===== config.mk =====
export PLATFORM = sky130hd
export DESIGN_NAME = lfsr_seq_ctrl
export DESIGN_NICKNAME = d
export VERILOG_FILES = /design/src/rtl/lfsr_seq_ctrl.sv
export SDC_FILE = /design/constraint.sdc
export NUM_CORES = 1
export LEC_CHECK = 0
export CORE_MARGIN = 2
export CORE_UTILIZATION = 27
export DETAILED_ROUTE_END_ITERATION = 8
export SLEW_MARGIN = 5
export SYNTH_ARGS = -nofsm -noshare
export SYNTH_HDL_FRONTEND = slang
export SYNTH_SLANG_ARGS = --single-unit

===== constraint.sdc =====
create_clock -name aclk -period 3.4 [get_ports aclk]
set_input_delay 0.68 -clock aclk [delete_from_list [all_inputs] [get_ports aclk]]
set_output_delay 0.68 -clock aclk [all_outputs]
set_load 0.02 [all_outputs]

===== src/rtl/lfsr_seq_ctrl.sv =====
// rtl/lfsr_seq_ctrl.sv - AXI-Lite sequencer that programs the LFSR stream peripheral and forwards N beats per command.
// One command at a time: stop=0, seed, taps, start=1, stream N beats, stop=1, start=0, done pulse.
module lfsr_seq_ctrl #(
  parameter int                           C_AXIL_ADDR_WIDTH = 4,
  parameter int                           C_AXIL_DATA_WIDTH = 32,
  parameter logic [C_AXIL_ADDR_WIDTH-1:0] BASE_ADDR         = '0
) (
  input  logic                         aclk,
  input  logic                         areset,
  input  logic                         cmd_valid,
  output logic                         cmd_ready,
  input  logic [7:0]                   cmd_seed,
  input  logic [7:0]                   cmd_taps,
  input  logic [15:0]                  cmd_count,
  input  logic                         abort,
  output logic                         done,
  output logic                         status_err,
  output logic [15:0]                  status_beats,
  output logic [C_AXIL_ADDR_WIDTH-1:0] m_axi_awaddr,
  output logic                         m_axi_awvalid,
  input  logic                         m_axi_awready,
  output logic [C_AXIL_DATA_WIDTH-1:0] m_axi_wdata,
  output logic                         m_axi_wvalid,
  input  logic                         m_axi_wready,
  input  logic [1:0]                   m_axi_bresp,
  input  logic                         m_axi_bvalid,
  output logic                         m_axi_bready,
  input  logic [C_AXIL_DATA_WIDTH-1:0] s_axis_tdata,
  input  logic                         s_axis_tvalid,
  output logic                         s_axis_tready,
  output logic [C_AXIL_DATA_WIDTH-1:0] m_axis_tdata,
  output logic                         m_axis_tvalid,
  input  logic                         m_axis_tready
);

  typedef enum logic [3:0] {
    IDLE     = 4'd0,
    WR_STOP0 = 4'd1,
    WR_SEED  = 4'd2,
    WR_TAPS  = 4'd3,
    WR_START = 4'd4,
    STREAM   = 4'd5,
    WR_STOP1 = 4'd6,
    WR_CLR   = 4'd7,
    DONE     = 4'd8
  } state_t;

  localparam logic [C_AXIL_ADDR_WIDTH-1:0] OFF_START = C_AXIL_ADDR_WIDTH'(4'h0);
  localparam logic [C_AXIL_ADDR_WIDTH-1:0] OFF_STOP  = C_AXIL_ADDR_WIDTH'(4'h4);
  localparam logic [C_AXIL_ADDR_WIDTH-1:0] OFF_SEED  = C_AXIL_ADDR_WIDTH'(4'h8);
  localparam logic [C_AXIL_ADDR_WIDTH-1:0] OFF_TAPS  = C_AXIL_ADDR_WIDTH'(4'hC);

  state_t      r_state;
  state_t      w_next_state;
  logic [7:0]  r_seed;
  logic [7:0]  r_taps;
  logic [15:0] r_count;
  logic [15:0] r_beats;
  logic        r_err;
  logic        r_aw_done;
  logic        r_w_done;

  logic                         w_wr_state;
  logic                         w_in_stream;
  logic                         w_cmd_fire;
  logic                         w_aw_fire;
  logic                         w_w_fire;
  logic                         w_b_fire;
  logic                         w_beat;
  logic [15:0]                  w_beats_nxt;
  logic [C_AXIL_ADDR_WIDTH-1:0] w_off;
  logic [C_AXIL_DATA_WIDTH-1:0] w_wdata;

  assign w_wr_state  = (r_state == WR_STOP0) || (r_state == WR_SEED) || (r_state == WR_TAPS) ||
                       (r_state == WR_START) || (r_state == WR_STOP1) || (r_state == WR_CLR);
  assign w_in_stream = (r_state == STREAM);
  assign w_cmd_fire  = cmd_valid && cmd_ready;
  assign w_aw_fire   = m_axi_awvalid && m_axi_awready;
  assign w_w_fire    = m_axi_wvalid && m_axi_wready;
  assign w_b_fire    = m_axi_bvalid && m_axi_bready;
  assign w_beat      = w_in_stream && s_axis_tvalid && m_axis_tready;
  assign w_beats_nxt = r_beats + 16'd1;

  // Register target and payload for the write owned by the current state.
  always_comb begin
    w_off   = '0;
    w_wdata = '0;
    case (r_state)
      WR_STOP0: begin w_off = OFF_STOP;  w_wdata = '0; end
      WR_SEED:  begin w_off = OFF_SEED;  w_wdata = C_AXIL_DATA_WIDTH'(r_seed); end
      WR_TAPS:  begin w_off = OFF_TAPS;  w_wdata = C_AXIL_DATA_WIDTH'(r_taps); end
      WR_START: begin w_off = OFF_START; w_wdata = C_AXIL_DATA_WIDTH'(1); end
      WR_STOP1: begin w_off = OFF_STOP;  w_wdata = C_AXIL_DATA_WIDTH'(1); end
      WR_CLR:   begin w_off = OFF_START; w_wdata = '0; end
      default:  begin w_off = '0;        w_wdata = '0; end
    endcase
  end

  always_comb begin
    w_next_state = r_state;
    case (r_state)
      IDLE:     if (w_cmd_fire) w_next_state = WR_STOP0;
      WR_STOP0: if (w_b_fire)   w_next_state = WR_SEED;
      WR_SEED:  if (w_b_fire)   w_next_state = WR_TAPS;
      WR_TAPS:  if (w_b_fire)   w_next_state = WR_START;
      WR_START: if (w_b_fire)   w_next_state = (r_count == 16'd0) ? WR_STOP1 : STREAM;
      STREAM:   if (abort || (w_beat && (w_beats_nxt == r_count))) w_next_state = WR_STOP1;
      WR_STOP1: if (w_b_fire)   w_next_state = WR_CLR;
      WR_CLR:   if (w_b_fire)   w_next_state = DONE;
      DONE:     w_next_state = IDLE;
      default:  w_next_state = IDLE;
    endcase
  end

  always_ff @(posedge aclk or posedge areset) begin
    if (areset) begin
      r_state   <= IDLE;
      r_seed    <= '0;
      r_taps    <= '0;
      r_count   <= '0;
      r_beats   <= '0;
      r_err     <= 1'b0;
      r_aw_done <= 1'b0;
      r_w_done  <= 1'b0;
    end else begin
      r_state <= w_next_state;
      if (w_cmd_fire) begin
        r_seed  <= cmd_seed;
        r_taps  <= cmd_taps;
        r_count <= cmd_count;
        r_beats <= '0;
        r_err   <= 1'b0;
      end
      // bready only rises after both channels are done, so b never overlaps an aw/w handshake.
      if (w_wr_state) begin
        if (w_b_fire) begin
          r_aw_done <= 1'b0;
          r_w_done  <= 1'b0;
          if (m_axi_bresp != 2'b00) r_err <= 1'b1;
        end else begin
          if (w_aw_fire) r_aw_done <= 1'b1;
          if (w_w_fire)  r_w_done  <= 1'b1;
        end
      end
      if (w_beat) r_beats <= w_beats_nxt;
    end
  end

  assign cmd_ready     = (r_state == IDLE);
  assign m_axi_awvalid = w_wr_state && !r_aw_done;
  assign m_axi_wvalid  = w_wr_state && !r_w_done;
  assign m_axi_bready  = w_wr_state && r_aw_done && r_w_done;
  assign m_axi_awaddr  = w_wr_state ? (BASE_ADDR + w_off) : '0;
  assign m_axi_wdata   = w_wr_state ? w_wdata : '0;

  // Outside STREAM the peripheral output is drained and discarded.
  assign m_axis_tdata  = w_in_stream ? s_axis_tdata : '0;
  assign m_axis_tvalid = w_in_stream && s_axis_tvalid;
  assign s_axis_tready = w_in_stream ? m_axis_tready : 1'b1;

  assign done          = (r_state == DONE);
  assign status_err    = r_err;
  assign status_beats  = r_beats;

endmodule


# Yosys cells after proc, flatten, opt, wreduce, memory -nomap -nowiden

Cells that the tools add are included.

Register bits after elaboration: 55
Bits in latches: 0
Memory bits (writable): 0
Bits in read-only memories: 0
Output and inout bits: 92
Memories: 0

$add $sub $neg: 1
$mul: 0
Div/mod/pow operators: 0
Magnitude comparators: 0
Equality and inequality tests: 17
Shift-type cells: 0
Mux-type cells: 26
Bitwise logic cells: 0
Reductions and logical operators: 30

Operators by type and width:

| cell                    | count |
|---|---|
| $mux W32                | 2 |
| $mux W4                 | 9 |
| $mux W16                | 2 |
| $pmux W4 S8             | 1 |
| $pmux W8 S3             | 1 |
| $add A16 B1 Y16 const B | 1 |
| $eq A16 B16 Y1          | 1 |
| $eq A4 B3 Y1 const B    | 4 |
| $logic_not A16 Y1       | 1 |
| $ne A2 B2 Y1 const B    | 6 |
| $pmux W4 S3             | 1 |
| $logic_and A1 B1 Y1     | 11 |
| $mux W1                 | 9 |
| $eq A4 B2 Y1 const B    | 2 |
| $reduce_and A8 Y1       | 1 |
| $reduce_bool A2 Y1      | 4 |
| $logic_or A1 B1 Y1      | 6 |
| $eq A4 B1 Y1 const B    | 1 |
| $eq A4 B4 Y1 const B    | 1 |
| $logic_not A4 Y1        | 1 |
| $ne A2 B1 Y1 const B    | 2 |
| $reduce_and A2 Y1       | 2 |
| $reduce_or A2 Y1        | 2 |
| $logic_not A1 Y1        | 2 |
| $mux W2                 | 1 |

# Longest topological paths before layout

Gate-level depths: netlist of run 1.

Word-level depth: 11
Mapped depth: 10
Gate-level depth less buffers: 8

# Least setup slack after synthesis of run 1

No wires, ideal clock.

Path kind: register to register
From: register r_beats[0] (netlist: status_beats[0])
To: register r_state[2]
Setup time: 0.126 ns
Arrival time: 2.418 ns
Setup slack: 0.856 ns
Cell stages (with the launch flop): 11
Period minus slack after synthesis: 2.544 ns
Cell sequence: dfrtp_1 ha_1 buf_2 and3_1 buf_2 nand3_1 nor3_2 a2111oi_4 and4_1 a21oi_2 a221o_1

Word-level cells in the longest chain between the ends: 6

RTL lines:

| item                        | line | text |
|---|---|---|
| from (decl)                 | 58   | `logic [15:0] r_beats;` |
| from (signal assigned)      | 145  | `if (w_beat) r_beats <= w_beats_nxt;` |
| $add A16 B1 Y16             | 82   | `assign w_beats_nxt = r_beats + 16'd1;` |
| $eq A16 B16 Y1              | 107  | `STREAM: if (abort \|\| (w_beat && (w_beats_nxt == r_count))) w_next_state = WR_STOP1;` |
| $logic_and A1 B1 Y1         | 107  |  |
| $logic_or A1 B1 Y1          | 107  |  |
| $ne A2 B1 Y1 (no line)      | -    |  |
| $reduce_and A8 Y1 (no line) | -    |  |
| to (signal assigned)        | 126  | `r_state <= w_next_state;` |
| to (decl)                   | 53   | `state_t r_state;` |

No other way between the ends.
A chain may end at the register's enable or synchronous reset.

# Final worst setup path of run 1

From: register r_state[1]
To: output port m_axis_tvalid

Word-level cells in the longest chain between the ends: 2

RTL lines:

| item                | line | text |
|---|---|---|
| $eq A4 B3 Y1        | 76   | `assign w_in_stream = (r_state == STREAM);` |
| $logic_and A1 B1 Y1 | 158  | `assign m_axis_tvalid = w_in_stream && s_axis_tvalid;` |
| to (decl)           | 32   | `output logic m_axis_tvalid,` |

No other way between the ends.

==> impl_table.tex, run 1 <==
\begin{tabular}{lr}
\hline
Metric & Value \\
\hline
\multicolumn{2}{l}{\textbf{Die}} \\
\quad Number of placement rows & 42 \\
\quad Die ar. & 14200 um2 \\
\quad I/O pin count & 167 \\
\quad Area of the core region & 13100 um2 \\
\quad Initial standard-cell utilization of the core & 27.4\% \\
\quad X dimension of the die & 119 um \\
\quad Die height & 119 um \\
\multicolumn{2}{l}{\textbf{Setup path}} \\
\quad Worst r2r dst & r\_state[2] \\
\quad Cell family contributing the most delay on the critical path & simple AND/OR/NAND/NOR gates \\
\quad Logic depth of the worst path, buffers included & 3 \\
\quad Endpoint required time on the critical path & 2720 ps \\
\quad Number of buffers and inverters on the critical path & 1 \\
\quad Worst reg-to-reg setup slack & 680 ps \\
\quad Maximum fanout encountered on the critical timing path & 36 \\
\quad CP Class & flop to output pin \\
\quad Worst Setup End Kind & output pin \\
\quad Critical-path top delay cell & sky130\_fd\_sc\_hd\_\_and4bb\_2 \\
\quad CP startpoint kind & flop \\
\quad Max stage delay on crit path & 730 ps \\
\quad Crit path DAT & 2370 ps \\
\quad Startpoint of the lowest-slack register-to-register path & status\_beats[0] \\
\quad Worst-case reg-to-reg path depth & 8 \\
\quad Sequence of cells on the critical path & and4bb\_2 -> and2\_1 -> clkdlybuf4s50\_1 \\
\multicolumn{2}{l}{\textbf{Routing}} \\
\quad Initial DRT Pass Iterations & 4 \\
\quad Post-detailed-route DRC marker count & 0 \\
\quad Iteration-0 DRC count of the detailed router & 129 \\
\quad Detailed-route wire length per cell & 15.0 um \\
\quad Mean number of vias per cell & 4.68 \\
\quad Wire length after detailed routing & 10100 um \\
\quad Number of nets still failing antenna checks after routing & 0 \\
\quad Via Count & 3171 \\
\multicolumn{2}{l}{\textbf{Final layout}} \\
\quad Most frequent standard cell in the layout excluding fill and tap cells & sky130\_fd\_sc\_hd\_\_clkdlybuf4s50\_1 \\
\quad \# fillers & 1302 \\
\quad Commonest cells after routing, fill and taps aside & sky130\_fd\_sc\_hd\_\_clkdlybuf4s50\_1 (140), sky130\_fd\_sc\_hd\_\_dfrtp\_1 (55), sky130\_fd\_sc\_hd\_\_and2\_1 (35), sky130\_fd\_sc\_hd\_\_mux2\_2 (32), sky130\_fd\_sc\_hd\_\_nor2\_1 (31) \\
\quad Combined area of the multi-input logic cells & 1950 um2 \\
\quad Number of diodes & 0 \\
\quad Fraction of layout instances using a drive strength above 1 & 12.4\% \\
\quad Number of non-filler instances in the completed layout & 677 \\
\quad Layout net count & 576 \\
\quad Layout-stage area growth over the synthesis result & 44.7\% \\
\quad Reg area & 1380 um2 \\
\multicolumn{2}{l}{\textbf{Synth}} \\
\quad Number of flops mapped to enable cells by yosys & 0 \\
\quad Cell variety after synth & 57 \\
\quad Post-synthesis cell count & 370 \\
\quad Summed instance area of the synthesized netlist & 3590 um2 \\
\quad YS warnings & 0 \\
\quad Post-Synthesis Mean Instance Area & 9.71 um2 \\
\quad Post-synth ARST share & 100\% \\
\quad Number of synthesized register bits & 55 \\
\quad Flip-flop cell with the highest count after synthesis & sky130\_fd\_sc\_hd\_\_dfrtp\_1 \\
\quad Fraction of the yosys area taken by sequential cells & 38.3\% \\
\multicolumn{2}{l}{\textbf{GRT}} \\
\quad Vias in the first global route & 3056 \\
\quad GRT Overall Usage & 14.1\% \\
\quad Total overflow reported by the global router & 0 \\
\quad Initial antenna violation count & 0 \\
\quad Global-route wire length before repair & 16100 um \\
\quad Largest net degree at the start of global routing & 56 \\
\multicolumn{2}{l}{\textbf{Timing}} \\
\quad Final Hold Violating Endpoints & 0 \\
\quad Final-report setup violation count & 0 \\
\quad RSZ-0062 raised after global routing & no \\
\quad Worst slew margin relative to its limit & 51.7\% \\
\quad Highest clock rate & 0.328 GHz \\
\quad Final cycle utilization of the critical path & 89.7\% \\
\quad Number of pins exceeding their max-slew limit in the final report & 0 \\
\quad Fin Setup TNS & 0 ps \\
\quad Slew at the pin closest to its max-slew limit & 723 ps \\
\quad Setup clock skew after layout & 7.65 ps \\
\quad Final Critical Period & 3050 ps \\
\multicolumn{2}{l}{\textbf{Clock network}} \\
\quad \# clock sinks & 55 \\
\quad \# Post-CTS Setup Buffers & 0 \\
\quad Clock insertion delay at the later pin of the skew report & 300 ps \\
\quad Clk root buf & sky130\_fd\_sc\_hd\_\_clkbuf\_16 \\
\quad Gates resized, CTS repair & 0 \\
\quad H-tree depth reported by CTS & 2 \\
\quad Buffer levels on the longest clock path & 2 \\
\quad Clock transition at path regs & 70 ps \\
\quad Hold Buf Count CTS & 0 \\
\quad Clock buffers created by TritonCTS & 5 \\
\quad Clock tree from TritonCTS & built \\
\multicolumn{2}{l}{\textbf{Hold path}} \\
\quad Worst hold path startpoint & status\_err \\
\quad Endpoint, Worst Hold & status\_err \\
\quad Path class of the lowest-slack min-delay path & flop to flop \\
\quad Number of instances on the worst hold path & 2 \\
\multicolumn{2}{l}{\textbf{Run status}} \\
\quad Outcome & completed \\
\multicolumn{2}{l}{\textbf{Pwr}} \\
\quad Power density over the cells & 709 nW/um2 \\
\quad Power consumption & 3680 uW \\
\quad IR Drop Worst-Case VDD & 0.324 mV \\
\quad Pleak & 0.00209 uW \\
\multicolumn{2}{l}{\textbf{Job}} \\
\quad Count of maximum capacitance violations & 0 \\
\multicolumn{2}{l}{\textbf{Placed design}} \\
\quad Cell count after placement & 669 \\
\quad Final weighted congestion of routability-driven global placement & 0.875 \\
\quad Placed wire-length estimate after detailed placement & 7720 um \\
\quad Count of buffers inserted at the top-level ports & 140 \\
\hline
\end{tabular}
[cell usage after synthesis (3+ instances only)]
| cell | number | area share [%] |
|---|---|---|
| sky130_fd_sc_hd__dfrtp_1 | 55 | 38 |
| sky130_fd_sc_hd__and2_1 | 35 | 6.1 |
| sky130_fd_sc_hd__mux2_2 | 32 | 10 |
| sky130_fd_sc_hd__nor2_1 | 31 | 3.2 |
| sky130_fd_sc_hd__buf_4 | 28 | 5.8 |
| sky130_fd_sc_hd__o21ai_0 | 23 | 3.2 |
| sky130_fd_sc_hd__nand2_1 | 17 | 1.8 |
| sky130_fd_sc_hd__xnor2_1 | 17 | 4.1 |
| sky130_fd_sc_hd__clkbuf_1 | 11 | 1.1 |
| sky130_fd_sc_hd__a21oi_1 | 10 | 1.4 |
| sky130_fd_sc_hd__nor3_1 | 8 | 1.1 |
| sky130_fd_sc_hd__mux2i_1 | 7 | 1.9 |
| sky130_fd_sc_hd__nand3_1 | 7 | 0.97 |
| sky130_fd_sc_hd__nand4_1 | 7 | 1.2 |
| sky130_fd_sc_hd__o31ai_1 | 7 | 1.5 |
| sky130_fd_sc_hd__buf_6 | 6 | 1.9 |
| sky130_fd_sc_hd__xor2_1 | 6 | 1.5 |
| sky130_fd_sc_hd__and3_1 | 5 | 0.87 |
| sky130_fd_sc_hd__inv_1 | 5 | 0.52 |
| sky130_fd_sc_hd__nor4_1 | 5 | 0.87 |
| sky130_fd_sc_hd__a31oi_1 | 3 | 0.52 |
| sky130_fd_sc_hd__and4_1 | 3 | 0.73 |
| sky130_fd_sc_hd__nor4_2 | 3 | 1.0 |
[logic make-up (layout without fill, tap and decap cells)]
logic type | after synthesis | in the layout | share of synthesized area [%]
fa+ha+maj | 1 | 1 | 0.348
simple gates | 140 | 140 | 22.5
xor+xnor | 24 | 24 | 6.06
mux | 40 | 40 | 12.3
other cells | 1 | 26 | 0.104
compound gates | 56 | 56 | 10.3
flops | 55 | 55 | 38.3
buf+inv | 53 | 159 | 10.1
[power breakdown]
part	internal, uW	total, uW	switching (uW)
sequential	899	1150	250
clock	423	663	240
combinational	964	1870	909
total	2290	3680	1400
[worst max path at each step]
stage | from | endpoint | slack (ps)
4_1_cts | r_state[1] | m_axis_tvalid | 340
3_3_place_gp | r_state[3] | m_axis_tvalid | 730
3_5_place_dp | r_state[1] | m_axis_tvalid | 660
5_1_grt | r_state[1] | m_axis_tdata[14] | 210
6_report | r_state[1] | m_axis_tvalid | 350
2_1_floorplan | status_beats[0] | r_state[2] | 860
[per-stage QoR]
stage | instance area (um2) | worst slack, ps | utilization [%] | hold WS [ps]
2_1_floorplan | 3690 | 856 | - | 479
3_3_place_gp | 5010 | 731 | 38.1 | 460
3_5_place_dp | 5010 | 663 | 38.1 | 473
4_1_cts | 5200 | 340 | 39.6 | 495
5_1_grt | 5200 | 208 | 39.6 | 524
6_report | 5200 | 352 | 39.6 | 491
[per-layer routing]
metal  track usage, %  vias to the layer above  share of wire, %
met4             3.82                        0               1.8
met3             4.17                       12               8.5
met2             23.3                      152                47
li1                 -                     1509                 -
met5                0                        -                 0
met1             17.9                     1498                43
[flip-flops by register name, summed over array words and instances (netlist names)]
name	count
r_seed	8
status_err	1
r_w_done	1
r_state	4
status_beats	16
r_aw_done	1
r_count	16
r_taps	8
[tightest hold or removal path, cell delays in order (launching register included)]
cell and delay (ps):
sky130_fd_sc_hd__dfrtp_1 360, sky130_fd_sc_hd__nand2_1 60, sky130_fd_sc_hd__nand2_1 50
[cell type report]
type	count	share of cell area, %
Timing Repair Buffer	146	27.8
Inverter	5	0.361
Clock inverter	2	1.15
Sequential cell	55	26.5
Tap cell	176	4.23
Clock buffer	6	2.48
Multi-Input combinational cell	287	37.5
No activity file was read; power rests on OpenSTA's default activity.
==> run 2: changes to the inputs <==
ABC_AREA = 1   (was default)
PLACE_DENSITY_LB_ADDON = 0.08   (was default)
clock period = 3 ns   (was 3.4 ns; I/O delays follow)
==> run 2 against run 1 <==
Against the previous run: non-clock buffer count grew 1; sequential power grew 3%; utilization grew 1.6 points; total power grew 0.26%; critical endpoint is now m_axi_awvalid.
==> impl_table.tex, run 2 <==
\begin{tabular}{lr}
\hline
Metric & Value \\
\hline
\multicolumn{2}{l}{\textbf{Routing}} \\
\quad Mean number of vias per cell & 4.31 (was 4.68) \\
\quad Iteration-0 DRC count of the detailed router & 138 (was 129) \\
\quad Number of nets still failing antenna checks after routing & 0 (unchanged) \\
\quad Initial DRT Pass Iterations & 4 (unchanged) \\
\quad Wire length after detailed routing & 11000 um (was 10100 um) \\
\quad Via Count & 3658 (was 3171) \\
\quad Detailed-route wire length per cell & 12.9 um (was 15.0 um) \\
\quad Post-detailed-route DRC marker count & 0 (unchanged) \\
\multicolumn{2}{l}{\textbf{Pwr}} \\
\quad IR Drop Worst-Case VDD & 0.453 mV (was 0.324 mV) \\
\quad Proportion of power drawn by combinational gates & 49.0\% (was 50.8\%) \\
\quad Switching part of the total power & 41.7\% (was 38.0\%) \\
\quad Fraction of power consumed by sequential logic & 32.1\% (was 31.2\%) \\
\quad Net switching power of the design & 1540 uW (was 1400 uW) \\
\quad P\_int & 2150 uW (was 2290 uW) \\
\quad Pleak & 0.00251 uW (was 0.00209 uW) \\
\quad Power density over the cells & 702 nW/um2 (was 709 nW/um2) \\
\quad Clk network pwr share & 18.9\% (was 18.0\%) \\
\multicolumn{2}{l}{\textbf{Die}} \\
\quad Die height & 119 um (about the same) \\
\quad Area of the core region & 12800 um2 (was 13100 um2) \\
\quad Die ar. & 14100 um2 (was 14200 um2) \\
\quad Initial standard-cell utilization of the core & 27.9\% (was 27.4\%) \\
\quad X dimension of the die & 119 um (about the same) \\
\quad I/O pin count & 167 (unchanged) \\
\quad Number of placement rows & 41 (was 42) \\
\multicolumn{2}{l}{\textbf{Timing}} \\
\quad Highest clock rate & 0.360 GHz \\
\quad Slew at the pin closest to its max-slew limit & 584 ps (was 723 ps) \\
\quad Worst slew margin relative to its limit & 61.0\% (was 51.7\%) \\
\quad Setup clock skew after layout & 6.39 ps (was 7.65 ps) \\
\quad Final Critical Period & 2780 ps \\
\quad Number of pins exceeding their max-slew limit in the final report & 0 (unchanged) \\
\quad Fin Setup TNS & 0 ps (unchanged) \\
\quad RSZ-0062 raised after global routing & no (unchanged) \\
\quad Final-report setup violation count & 0 (unchanged) \\
\quad Final Hold Violating Endpoints & 0 (unchanged) \\
\quad Final cycle utilization of the critical path & 92.7\% \\
\multicolumn{2}{l}{\textbf{GRT}} \\
\quad GRT Overall Usage & 15.4\% (was 14.1\%) \\
\quad Vias in the first global route & 3430 (was 3056) \\
\quad Initial antenna violation count & 0 (unchanged) \\
\quad Total overflow reported by the global router & 0 (unchanged) \\
\quad Global-route wire length before repair & 17500 um (was 16100 um) \\
\quad Largest net degree at the start of global routing & 48 (was 56) \\
\multicolumn{2}{l}{\textbf{Synth}} \\
\quad Share of Yosys cell area claimed by the top area cell type & 38.6\% (was 38.3\%) \\
\quad Post-Synthesis Mean Instance Area & 6.68 um2 (was 9.71 um2) \\
\quad Number of synthesized register bits & 55 (unchanged) \\
\quad Fraction of the yosys area taken by sequential cells & 38.6\% (was 38.3\%) \\
\quad Flip-flop cell with the highest count after synthesis & sky130\_fd\_sc\_hd\_\_dfrtp\_1 (unchanged) \\
\quad Cell accounting for the most synthesized area & sky130\_fd\_sc\_hd\_\_dfrtp\_1 (unchanged) \\
\quad Leading cell types by total area after synthesis & sky130\_fd\_sc\_hd\_\_dfrtp\_1 (39\%), sky130\_fd\_sc\_hd\_\_nand2\_1 (18\%), sky130\_fd\_sc\_hd\_\_inv\_1 (8.5\%) (was sky130\_fd\_sc\_hd\_\_dfrtp\_1 (38\%), sky130\_fd\_sc\_hd\_\_mux2\_2 (10\%), sky130\_fd\_sc\_hd\_\_and2\_1 (6.1\%)) \\
\quad Summed instance area of the synthesized netlist & 3570 um2 (was 3590 um2) \\
\quad Most repeated cell in the gate-level netlist after synthesis & sky130\_fd\_sc\_hd\_\_nand2\_1 (was sky130\_fd\_sc\_hd\_\_dfrtp\_1) \\
\quad Post-synth ARST share & 100\% (unchanged) \\
\quad Post-synthesis cell count & 534 (was 370) \\
\quad Number of flops mapped to enable cells by yosys & 0 (unchanged) \\
\quad Cell variety after synth & 30 (was 57) \\
\quad YS warnings & 0 (unchanged) \\
\quad Most numerous cell types in the synthesized netlist & sky130\_fd\_sc\_hd\_\_nand2\_1 (167), sky130\_fd\_sc\_hd\_\_inv\_1 (81), sky130\_fd\_sc\_hd\_\_nor2\_1 (63), sky130\_fd\_sc\_hd\_\_dfrtp\_1 (55), sky130\_fd\_sc\_hd\_\_nand3\_1 (54) (was sky130\_fd\_sc\_hd\_\_dfrtp\_1 (55), sky130\_fd\_sc\_hd\_\_and2\_1 (35), sky130\_fd\_sc\_hd\_\_mux2\_2 (32), sky130\_fd\_sc\_hd\_\_nor2\_1 (31), sky130\_fd\_sc\_hd\_\_buf\_4 (28)) \\
\multicolumn{2}{l}{\textbf{Placed design}} \\
\quad Placed wire-length estimate after detailed placement & 8710 um (was 7720 um) \\
\quad Count of buffers inserted at the top-level ports & 140 (unchanged) \\
\quad Final weighted congestion of routability-driven global placement & 0.846 (was 0.875) \\
\multicolumn{2}{l}{\textbf{Setup path}} \\
\quad Maximum fanout encountered on the critical timing path & 17 (was 36) \\
\quad Worst Setup End Kind & output pin (unchanged) \\
\quad Worst-case reg-to-reg path depth & 16 (was 8) \\
\quad Logic depth of the worst path, buffers included & 6 (was 3) \\
\quad Critical-path top delay cell & sky130\_fd\_sc\_hd\_\_clkdlybuf4s50\_1 (was sky130\_fd\_sc\_hd\_\_and4bb\_2) \\
\quad Endpoint required time on the critical path & 2400 ps (was 2720 ps) \\
\quad Crit path DAT & 2180 ps (was 2370 ps) \\
\quad CP Class & flop to output pin (unchanged) \\
\quad Max stage delay on crit path & 630 ps (was 730 ps) \\
\quad Sequence of cells on the critical path & inv\_1 -> nand2\_1 -> inv\_4 -> a22oi\_1 -> nor2\_1 -> clkdlybuf4s50\_1 (was and4bb\_2 -> and2\_1 -> clkdlybuf4s50\_1) \\
\quad Cell family contributing the most delay on the critical path & buffers and inverters (was simple AND/OR/NAND/NOR gates) \\
\quad Number of buffers and inverters on the critical path & 3 (was 1) \\
\quad CP startpoint kind & flop (unchanged) \\
\multicolumn{2}{l}{\textbf{Clock network}} \\
\quad Clock buffers created by TritonCTS & 5 (unchanged) \\
\quad Buffer levels on the longest clock path & 2 (unchanged) \\
\quad Hold Buf Count CTS & 0 (unchanged) \\
\quad Clock tree from TritonCTS & built (unchanged) \\
\quad H-tree depth reported by CTS & 2 (unchanged) \\
\quad Clock insertion delay at the later pin of the skew report & 300 ps (about the same) \\
\quad Clock transition at path regs & 70 ps (about the same) \\
\quad \# clock sinks & 55 (unchanged) \\
\quad Clk root buf & sky130\_fd\_sc\_hd\_\_clkbuf\_16 (unchanged) \\
\multicolumn{2}{l}{\textbf{Run status}} \\
\quad Outcome & completed (unchanged) \\
\multicolumn{2}{l}{\textbf{Final layout}} \\
\quad Commonest cells after routing, fill and taps aside & sky130\_fd\_sc\_hd\_\_nand2\_1 (167), sky130\_fd\_sc\_hd\_\_clkdlybuf4s50\_1 (140), sky130\_fd\_sc\_hd\_\_inv\_1 (80), sky130\_fd\_sc\_hd\_\_nor2\_1 (63), sky130\_fd\_sc\_hd\_\_dfrtp\_1 (55) (was sky130\_fd\_sc\_hd\_\_clkdlybuf4s50\_1 (140), sky130\_fd\_sc\_hd\_\_dfrtp\_1 (55), sky130\_fd\_sc\_hd\_\_and2\_1 (35), sky130\_fd\_sc\_hd\_\_mux2\_2 (32), sky130\_fd\_sc\_hd\_\_nor2\_1 (31)) \\
\quad Number of diodes & 0 (unchanged) \\
\quad End-of-flow core utilization & 41.2\% (was 39.6\%) \\
\quad Fraction of layout instances using a drive strength above 1 & 4.29\% (was 12.4\%) \\
\quad Most frequent standard cell in the layout excluding fill and tap cells & sky130\_fd\_sc\_hd\_\_nand2\_1 (was sky130\_fd\_sc\_hd\_\_clkdlybuf4s50\_1) \\
\quad Layout net count & 751 (was 576) \\
\quad Layout-stage area growth over the synthesis result & 47.5\% (was 44.7\%) \\
\multicolumn{2}{l}{\textbf{Hold path}} \\
\quad Number of instances on the worst hold path & 2 (unchanged) \\
\quad Path class of the lowest-slack min-delay path & flop to flop (unchanged) \\
\multicolumn{2}{l}{\textbf{Job}} \\
\quad Count of maximum capacitance violations & 0 (unchanged) \\
\hline
\end{tabular}
-- run 2: cell types whose count changed after synthesis, moves of 10 or more --
cell / delta
sky130_fd_sc_hd__nand2_1: +150
sky130_fd_sc_hd__inv_1: +76
sky130_fd_sc_hd__nand3_1: +47
sky130_fd_sc_hd__and2_1: -35
sky130_fd_sc_hd__mux2_2: -32
sky130_fd_sc_hd__nor2_1: +32
sky130_fd_sc_hd__xnor2_1: -17
sky130_fd_sc_hd__a21oi_1: -10
-- run 2: repair_timing --
item                                    4_1_cts  5_1_grt
endpoints found under the setup margin        0        9
resized for setup                             0        2
setup buffers                                 0        0
-- run 2: cell families (layout without fill, tap and decap cells) --
family,Yosys count,in the layout,synth area share (%)
compound gates,44,44,6.98
xor+xnor,3,3,1.58
fa+ha+maj,1,1,0.351
buf+inv,123,240,16.0
flops,55,55,38.6
other cells,1,26,0.105
simple gates,307,307,36.4
-- run 2: worst reg2reg max path, delay by kind of cell, from the launching register on --
family	cells	cell delay [ps]
adder cells (fa/ha/maj)	1	240
flip-flops	1	460
AND/OR/NAND/NOR	15	1590
-- run 2: layer usage --
layer	part of all wire, %	wire length [um]	global-route usage [%]	vias to the layer above
li1	-	-	-	1898
met5	0	0	0	-
met4	1.8	201	5.13	0
met1	44	4860	19.2	1634
met2	48	5280	26.0	110
met3	5.7	624	3.88	16
-- run 2: through the flow --
step | worst slack (ps) | instance area [um2] | hold WS [ps] | instances | power [uW]
3_5_place_dp | 472 | 5080 | 468 | 840 | 3010
3_3_place_gp | 493 | 5080 | 464 | 840 | 3000
5_1_grt | 44.3 | 5260 | 514 | 848 | 4000
4_1_cts | 115 | 5250 | 486 | 848 | 3730
2_1_floorplan | 1010 | 3660 | 450 | 559 | 2340
6_report | 219 | 5260 | 482 | 848 | 3690
-- run 2: final cells by class --
cell class / count / area, um2
clock buffer: 6 / 139
timing repair buffer: 147 / 1450
tap: 172 / 215
sequential: 55 / 1380
inverter: 85 / 322
clock inverter: 2 / 35.0
multi-input combinational: 381 / 1720
fill: 1350 / 7510
-- run 2: final timing paths --
check / end / slack (ps) / start
worst max-delay path: m_axi_awvalid / 220 / r_state[2]
worst min-delay path: r_taps[6] / 480 / r_taps[6]
worst max register to register: r_state[1] / 610 / status_beats[0]
worst min register to register: r_taps[6] / 480 / r_taps[6]
max in group asynchronous: status_beats[6] / 1680 / areset
min in group asynchronous: r_seed[0] / 680 / areset
-- run 2: power groups by stage --
stage	Clock (uW)	Sequential, uW	Combinational, uW
finish	698	1190	1810
global route	748	1230	2030
CTS	718	1190	1820
detailed placement	0	1200	1810
global placement	0	1200	1800
floorplan	0	1150	1180
